<file path="config.mk">
export PLATFORM = sky130hd
export DESIGN_NAME = lsu_bus
export DESIGN_NICKNAME = d
export VERILOG_FILES = /design/src/rtl/lsu_bus.sv
export SDC_FILE = /design/constraint.sdc
export NUM_CORES = 1
export LEC_CHECK = 0
export ABC_AREA = 1
export BUFFER_PORTS_ARGS = -buffer_cell sky130_fd_sc_hd__buf_2
export CAP_MARGIN = 0
export CELL_PAD_IN_SITES_DETAIL_PLACEMENT = 1
export CELL_PAD_IN_SITES_GLOBAL_PLACEMENT = 2
export CORE_ASPECT_RATIO = 0.8
export CORE_UTILIZATION = 24
export CTS_CLUSTER_SIZE = 40
export DETAILED_ROUTE_END_ITERATION = 8
export GPL_TIMING_DRIVEN = 1
export PLACE_DENSITY_LB_ADDON = 0.1
export SETUP_SLACK_MARGIN = 0.3
export SYNTH_ARGS = -nofsm -noshare
export SYNTH_HDL_FRONTEND = slang
export SYNTH_SLANG_ARGS = --single-unit
</file>
<file path="constraint.sdc">
create_clock -name clk -period 1.9 [get_ports clk]
set_clock_uncertainty 0.1 [all_clocks]
set_input_delay 0.19 -clock clk [delete_from_list [all_inputs] [get_ports clk]]
set_output_delay 0.19 -clock clk [all_outputs]
set_load 0.01 [all_outputs]
</file>
<file path="src/rtl/lsu_bus.sv">
// lsu_bus: memory-stage load/store unit.
//
// Takes the M-stage access request (mem_read/mem_write, mem_size, addr,
// wdata), checks alignment and size legality, and runs a single word-wide
// bus transaction with a req/ready handshake. The pipeline is held with
// `stall` until the access completes. Loads come back shifted into place
// and sign/zero extended. A REQ-cycle counter aborts a transaction that the
// bus never acknowledges.
//
// Ports:
//   clk, reset           clock; synchronous active-low reset
//   mem_read, mem_write  M-stage load / store request
//   mem_size             RISC-V funct3 (B, H, W, BU, HU)
//   addr, wdata          byte address and LSB-justified store data
//   rdata                aligned, extended load result (valid in DONE)
//   stall                holds the pipeline while an access is in flight
//   fault                one-cycle pulse in DONE on illegal access or timeout
//   bus_req, bus_we      bus request and direction
//   bus_addr, bus_be     word address and byte enables
//   bus_wdata            lane-replicated store data
//   bus_ready, bus_rdata bus acknowledge and read word

module lsu_bus #(
    parameter int TIMEOUT = 255
) (
    input  logic        clk,
    input  logic        reset,
    input  logic        mem_read,
    input  logic        mem_write,
    input  logic [2:0]  mem_size,
    input  logic [31:0] addr,
    input  logic [31:0] wdata,
    output logic [31:0] rdata,
    output logic        stall,
    output logic        fault,
    output logic        bus_req,
    output logic        bus_we,
    output logic [31:0] bus_addr,
    output logic [3:0]  bus_be,
    output logic [31:0] bus_wdata,
    input  logic        bus_ready,
    input  logic [31:0] bus_rdata
);

    localparam logic [15:0] TIMEOUT_CNT = 16'(TIMEOUT);

    typedef enum logic [1:0] {
        IDLE = 2'd0,
        REQ  = 2'd1,
        DONE = 2'd2
    } state_t;

    state_t      state;
    logic [15:0] reqCount;
    logic [2:0]  sizeQ;
    logic [1:0]  offsetQ;
    logic        faultQ;
    logic [31:0] rdataQ;

    logic        acc;
    logic        illegal;
    logic [3:0]  storeBe;
    logic [31:0] storeData;

    assign acc   = mem_read | mem_write;
    assign stall = acc & (state != DONE);
    assign fault = faultQ;
    assign rdata = rdataQ;

    // Shift the addressed bytes down to bit 0 and extend to 32 bits.
    function automatic logic [31:0] alignLoad(input logic [31:0] word,
                                              input logic [2:0]  size,
                                              input logic [1:0]  offset);
        logic [31:0] shifted;
        shifted = word >> {offset, 3'b000};
        case (size)
            3'b000:  return {{24{shifted[7]}}, shifted[7:0]};
            3'b001:  return {{16{shifted[15]}}, shifted[15:0]};
            3'b100:  return {24'h0, shifted[7:0]};
            3'b101:  return {16'h0, shifted[15:0]};
            default: return shifted;
        endcase
    endfunction

    // Unsigned sizes exist only for loads; 011/110/111 are not encodings.
    always_comb begin
        illegal = 1'b0;
        if (mem_read & mem_write)
            illegal = 1'b1;
        if ((mem_size == 3'b011) || (mem_size[2:1] == 2'b11))
            illegal = 1'b1;
        if (mem_write & mem_size[2])
            illegal = 1'b1;
        if ((mem_size[1:0] == 2'b01) && addr[0])
            illegal = 1'b1;
        if ((mem_size == 3'b010) && (addr[1:0] != 2'b00))
            illegal = 1'b1;
    end

    // Store data is replicated across all lanes so the enables alone select.
    always_comb begin
        storeBe   = 4'b0000;
        storeData = 32'h0;
        case (mem_size[1:0])
            2'b00: begin
                storeBe   = 4'b0001 << addr[1:0];
                storeData = {4{wdata[7:0]}};
            end
            2'b01: begin
                storeBe   = addr[1] ? 4'b1100 : 4'b0011;
                storeData = {2{wdata[15:0]}};
            end
            2'b10: begin
                storeBe   = 4'b1111;
                storeData = wdata;
            end
            default: begin
                storeBe   = 4'b0000;
                storeData = 32'h0;
            end
        endcase
    end

    always_ff @(posedge clk) begin
        if (!reset) begin
            state     <= IDLE;
            reqCount  <= 16'h0;
            sizeQ     <= 3'b000;
            offsetQ   <= 2'b00;
            faultQ    <= 1'b0;
            rdataQ    <= 32'h0;
            bus_req   <= 1'b0;
            bus_we    <= 1'b0;
            bus_addr  <= 32'h0;
            bus_be    <= 4'b0000;
            bus_wdata <= 32'h0;
        end else begin
            case (state)
                IDLE: begin
                    faultQ <= 1'b0;
                    rdataQ <= 32'h0;
                    if (acc) begin
                        if (illegal) begin
                            state  <= DONE;
                            faultQ <= 1'b1;
                        end else begin
                            state     <= REQ;
                            reqCount  <= 16'h0;
                            sizeQ     <= mem_size;
                            offsetQ   <= addr[1:0];
                            bus_req   <= 1'b1;
                            bus_we    <= mem_write;
                            bus_addr  <= {addr[31:2], 2'b00};
                            bus_be    <= mem_write ? storeBe : 4'b1111;
                            bus_wdata <= mem_write ? storeData : 32'h0;
                        end
                    end
                end
                REQ: begin
                    // An acknowledge wins over a timeout in the same cycle.
                    if (bus_ready) begin
                        state   <= DONE;
                        bus_req <= 1'b0;
                        faultQ  <= 1'b0;
                        rdataQ  <= bus_we ? 32'h0 : alignLoad(bus_rdata, sizeQ, offsetQ);
                    end else if (reqCount == TIMEOUT_CNT) begin
                        state   <= DONE;
                        bus_req <= 1'b0;
                        faultQ  <= 1'b1;
                        rdataQ  <= 32'h0;
                    end else begin
                        reqCount <= reqCount + 16'h1;
                    end
                end
                DONE: begin
                    state  <= IDLE;
                    faultQ <= 1'b0;
                    rdataQ <= 32'h0;
                end
                default: state <= IDLE;
            endcase
        end
    end

endmodule
</file>
==> impl_results.rst <==
.. list-table::
   :header-rows: 1

   * - Metric
     - Value
   * - Biggest area contributors in the synthesized netlist
     - sky130_fd_sc_hd__dfxtp_1, sky130_fd_sc_hd__nand2_1, sky130_fd_sc_hd__a21oi_1, sky130_fd_sc_hd__nor2_1, sky130_fd_sc_hd__nand3_1
   * - Routed wire length per instance
     - between 15 and 20 um
   * - Yosys top cell area share
     - approximately 39%
   * - Run status
     - complete, no violations
   * - I/O pin count
     - 208
   * - Required time at the endpoint of the critical path
     - between 2 and 2.5 ns
   * - Worst Hold Class
     - in2reg
   * - Initial antenna violation count
     - 5
   * - DRC violation count after routing
     - 0
   * - Top-count cell post-synth
     - sky130_fd_sc_hd__nand2_1
   * - Violation count after the first detailed-routing iteration
     - 424
   * - Total power
     - around 8000 uW
   * - Hold Startpoint
     - wdata[14]
   * - Area of the placeable core
     - 25630 um^2
   * - List of cells traversed by the critical path
     - inv_4, ha_4, nor2_4, inv_2, nor3_4, buf_12, nand3_4, nor2_2, nor2_1, nor2_1
   * - Dpl hpwl
     - about 18000 um
   * - Peak VDD IR
     - ~610 uV
   * - Die Span Y
     - about 150 um
   * - Total number of clock tree sinks
     - between 100 and 150
   * - Number of synthesized register bits
     - 124
   * - Period minus WS final
     - approximately 1.7 ns
   * - Mean instance size in the synthesized netlist
     - 6.683 um^2
   * - TritonCTS Buffers
     - 17
   * - Final setup margin
     - ~0.19 ns
   * - Startpoint type of the worst setup path
     - register
   * - Yosys warning total
     - 0
   * - Number of instances in the synthesized netlist
     - 949
   * - Highest clock rate
     - slightly below 600 MHz
   * - Global-route wire length before repair
     - a little under 40000 um
   * - Share of power burned in registers
     - between 30% and 40%
   * - Routed via count divided by cell count
     - 4.474
   * - Number of endpoints with negative hold slack in the final report
     - 0
   * - NetSw
     - about 2500 uW
   * - Final total negative setup slack
     - 0 ns
   * - Final core utilization
     - about 40%
   * - Antenna-violating nets left
     - 0
   * - Nets
     - around 1400
   * - Max Buffers Root-to-Sink
     - 2
   * - Number of setup violations in the final report
     - 0
   * - Arrival time at the worst endpoint
     - around 2.0 ns
   * - Critical path start-end classification
     - reg2reg
   * - Maximum fanout count along the critical path
     - 8
   * - Die span in x
     - approximately 180 um
   * - Int Pwr
     - roughly 5700 uW
   * - Cell Area, Placed
     - between 8000 and 9000 um^2
   * - Leading cell types by count after synthesis
     - sky130_fd_sc_hd__nand2_1, sky130_fd_sc_hd__dfxtp_1, sky130_fd_sc_hd__nor2_1, sky130_fd_sc_hd__a21oi_1, sky130_fd_sc_hd__nand3_1
   * - Critical register-to-register path startpoint
     - state[1]
   * - H-Tree Level Count
     - 4
   * - Cell type contributing the most total cell area after synthesis
     - sky130_fd_sc_hd__dfxtp_1
   * - Endpoint type of the worst setup path
     - register
   * - Maximum single-stage delay on the critical path
     - about 0.38 ns
   * - Via count of the first global-routing pass
     - a little over 7000
   * - Share of cells above drive strength 1
     - about 38%
   * - Die area
     - 27080 um^2
   * - Overall track demand over capacity in global routing
     - 18.84%
   * - TritonCTS clock tree
     - yes
   * - Pre-CTS setup slack
     - between 0.09 and 0.1 ns
   * - Maximum number of pins on one net before global-route repair
     - between 40 and 50
   * - Root Buffer
     - sky130_fd_sc_hd__clkbuf_16
   * - Area of all placed cells without fillers
     - around 10000 um^2
   * - Transition at the pin with the smallest max-transition slack
     - just over 0.7 ns
   * - EDFF count, synth
     - 0
   * - Remaining Overflow, GRT
     - 0
   * - Final worst-path cycle share
     - about nine tenths
   * - Switching share of total power
     - between 30% and 40%
   * - Sequential element share of the synthesized area
     - 39.14%
   * - Worst setup path startpoint
     - state[1]
   * - Clk pin slew, worst setup/hold paths
     - ~0.070 ns
   * - Combinational Power Share
     - a little under a quarter
   * - Number of search-and-repair iterations in the first detailed-routing pass
     - 4
   * - Dominant synthesized flop cell
     - sky130_fd_sc_hd__dfxtp_1
   * - Proportion of power drawn by the clock network
     - between 40% and 50%
   * - Clock latency of the later-clocked register in the worst-skew pair
     - about 0.43 ns
   * - Slew margin rel.
     - between 50% and 60%
   * - Number of I/O port buffers
     - between 200 and 250
   * - Pwr dens
     - 790.1 nW/um^2
   * - Syn Std Cell Area
     - 6342 um^2
   * - MaxCap Viol Count
     - 0
   * - Placer congestion estimate
     - around 0.76
   * - Final Routed Wirelength
     - 27360 um
   * - Most common cell type on the critical path
     - sky130_fd_sc_hd__nor2_1
   * - Area delta synth->final
     - 63.41%
   * - Library cell contributing the largest single delay on the critical path
     - sky130_fd_sc_hd__dfxtp_4
   * - Static Leakage
     - 0.004427 uW
   * - Total number of vias
     - 7275
   * - Distinct cell type count after synthesis
     - 34
   * - Initial cell density of the core
     - between 20% and 30%
   * - Unrepaired setup endpoints after global routing
     - yes
   * - Pins Over Slew Limit
     - 0
   * - Cell row count
     - 52
   * - Post-synthesis async set-or-reset flop share
     - 0%
[power groups by stage]
stage          logic (uW)  clock network (uW)  registers [uW]
5_1_grt              2120                3660            2790
6_report             1950                3460            2780
2_1_floorplan         785                   0            2870
3_3_place_gp         1380                   0            2830
3_5_place_dp         1380                   0            2830
4_1_cts              1570                3560            2780
[cells in the final DEF (no fill, tap or decap), types with 8 or more instances in the layout]
| cell type | count |
|---|---|
| sky130_fd_sc_hd__buf_2 | 204 |
| sky130_fd_sc_hd__dlygate4sd3_1 | 39 |
| sky130_fd_sc_hd__nor2_4 | 11 |
| sky130_fd_sc_hd__or2_2 | 8 |
| sky130_fd_sc_hd__nand3_1 | 58 |
| sky130_fd_sc_hd__nor2_1 | 92 |
| sky130_fd_sc_hd__mux2i_1 | 14 |
| sky130_fd_sc_hd__nand3_2 | 15 |
| sky130_fd_sc_hd__inv_1 | 38 |
| sky130_fd_sc_hd__a21oi_1 | 85 |
| sky130_fd_sc_hd__a21oi_2 | 22 |
| sky130_fd_sc_hd__clkbuf_16 | 28 |
| sky130_fd_sc_hd__nand2_2 | 17 |
| sky130_fd_sc_hd__nand2_4 | 8 |
| sky130_fd_sc_hd__buf_6 | 15 |
| sky130_fd_sc_hd__nand3_4 | 10 |
| sky130_fd_sc_hd__buf_4 | 49 |
| sky130_fd_sc_hd__o21ai_0 | 25 |
| sky130_fd_sc_hd__dfxtp_1 | 113 |
| sky130_fd_sc_hd__nor2_2 | 21 |
| sky130_fd_sc_hd__a22o_1 | 8 |
| sky130_fd_sc_hd__buf_12 | 18 |
| sky130_fd_sc_hd__nand2_1 | 298 |
[worst max-delay path, delay by kind of cell (launching register included)]
kind	cells	cell delay (ns)
buf+inv	3	0.27
flops	1	0.38
simple gates	6	0.71
fa+ha+maj	1	0.17
[worst paths after layout]
| path | endpoint | slack [ns] | cells after the start |
|---|---|---|---|
| worst min-delay path | bus_wdata[14] | 0.05 | 5 |
| worst min register to register | bus_wdata[16] | 0.36 | 2 |
| worst max-delay path | rdata[18] | 0.19 | 10 |
| worst max register to register | rdata[18] | 0.19 | 10 |
[metal layers]
metal | wire length, um | GRT usage (%) | share of wire, %
met2 | 12650 | 28.47 | 46
met1 | 12830 | 25.53 | 47
met3 | 1655 | 6.479 | 6.0
met4 | 216 | 4.625 | 0.79
met5 | 11 | 0 | 0.040
[metrics by stage]
step,hold slack (ns),cells
global placement,0.3390,1496
global route,0.04087,1621
floorplan,0.2284,950
CTS,0.02278,1583
finish,0.04711,1626
detailed placement,0.3439,1496
[cell families (layout without fill, tap and decap cells)]
family                   after synthesis  in the layout  synth area share, %
flip-flops                           124            124                39.14
multiplexers                          14             14                2.209
AND/OR/NAND/NOR                      549            551                36.97
buffers and inverters                101            419                7.674
adder cells (fa/ha/maj)                5              5               0.9864
XOR/XNOR                               3              3               0.4144
AO/OA/AOI/OAI                        152            152                12.55
other                                  1              7              0.05913
[state kept, by name (all words and copies together) (netlist names)]
register   count
fault          1
offsetQ        2
state          2
bus_addr      30
reqCount      16
bus_wdata     32
sizeQ          3
bus_we         1
bus_req        1
bus_be         4
rdata         32
[repair_timing]
action | in CTS | in global routing
endpoints found under the hold margin | 39 | 0
setup buffers | 12 | 22
endpoints found under the setup margin | 114 | 116
resized for setup | 45 | 140
cloned | 4 | 16
hold buffers | 39 | 0
pin swaps | 25 | 50
[cell type report]
| cell class | instances | area (um^2) |
|---|---|---|
| Inverter | 48 | 203.9 |
| Tap cell | 351 | 439.2 |
| Fill cell | 3189 | 15270 |
| Clock buffer | 20 | 446.7 |
| Timing Repair inverter | 1 | 11.26 |
| Sequential cell | 124 | 2509 |
| Antenna cell | 5 | 12.51 |
| Timing Repair Buffer | 338 | 2626 |
| Multi-Input combinational cell | 727 | 3955 |
| Clock inverter | 12 | 160.2 |
(Power assumes the default switching activity.)
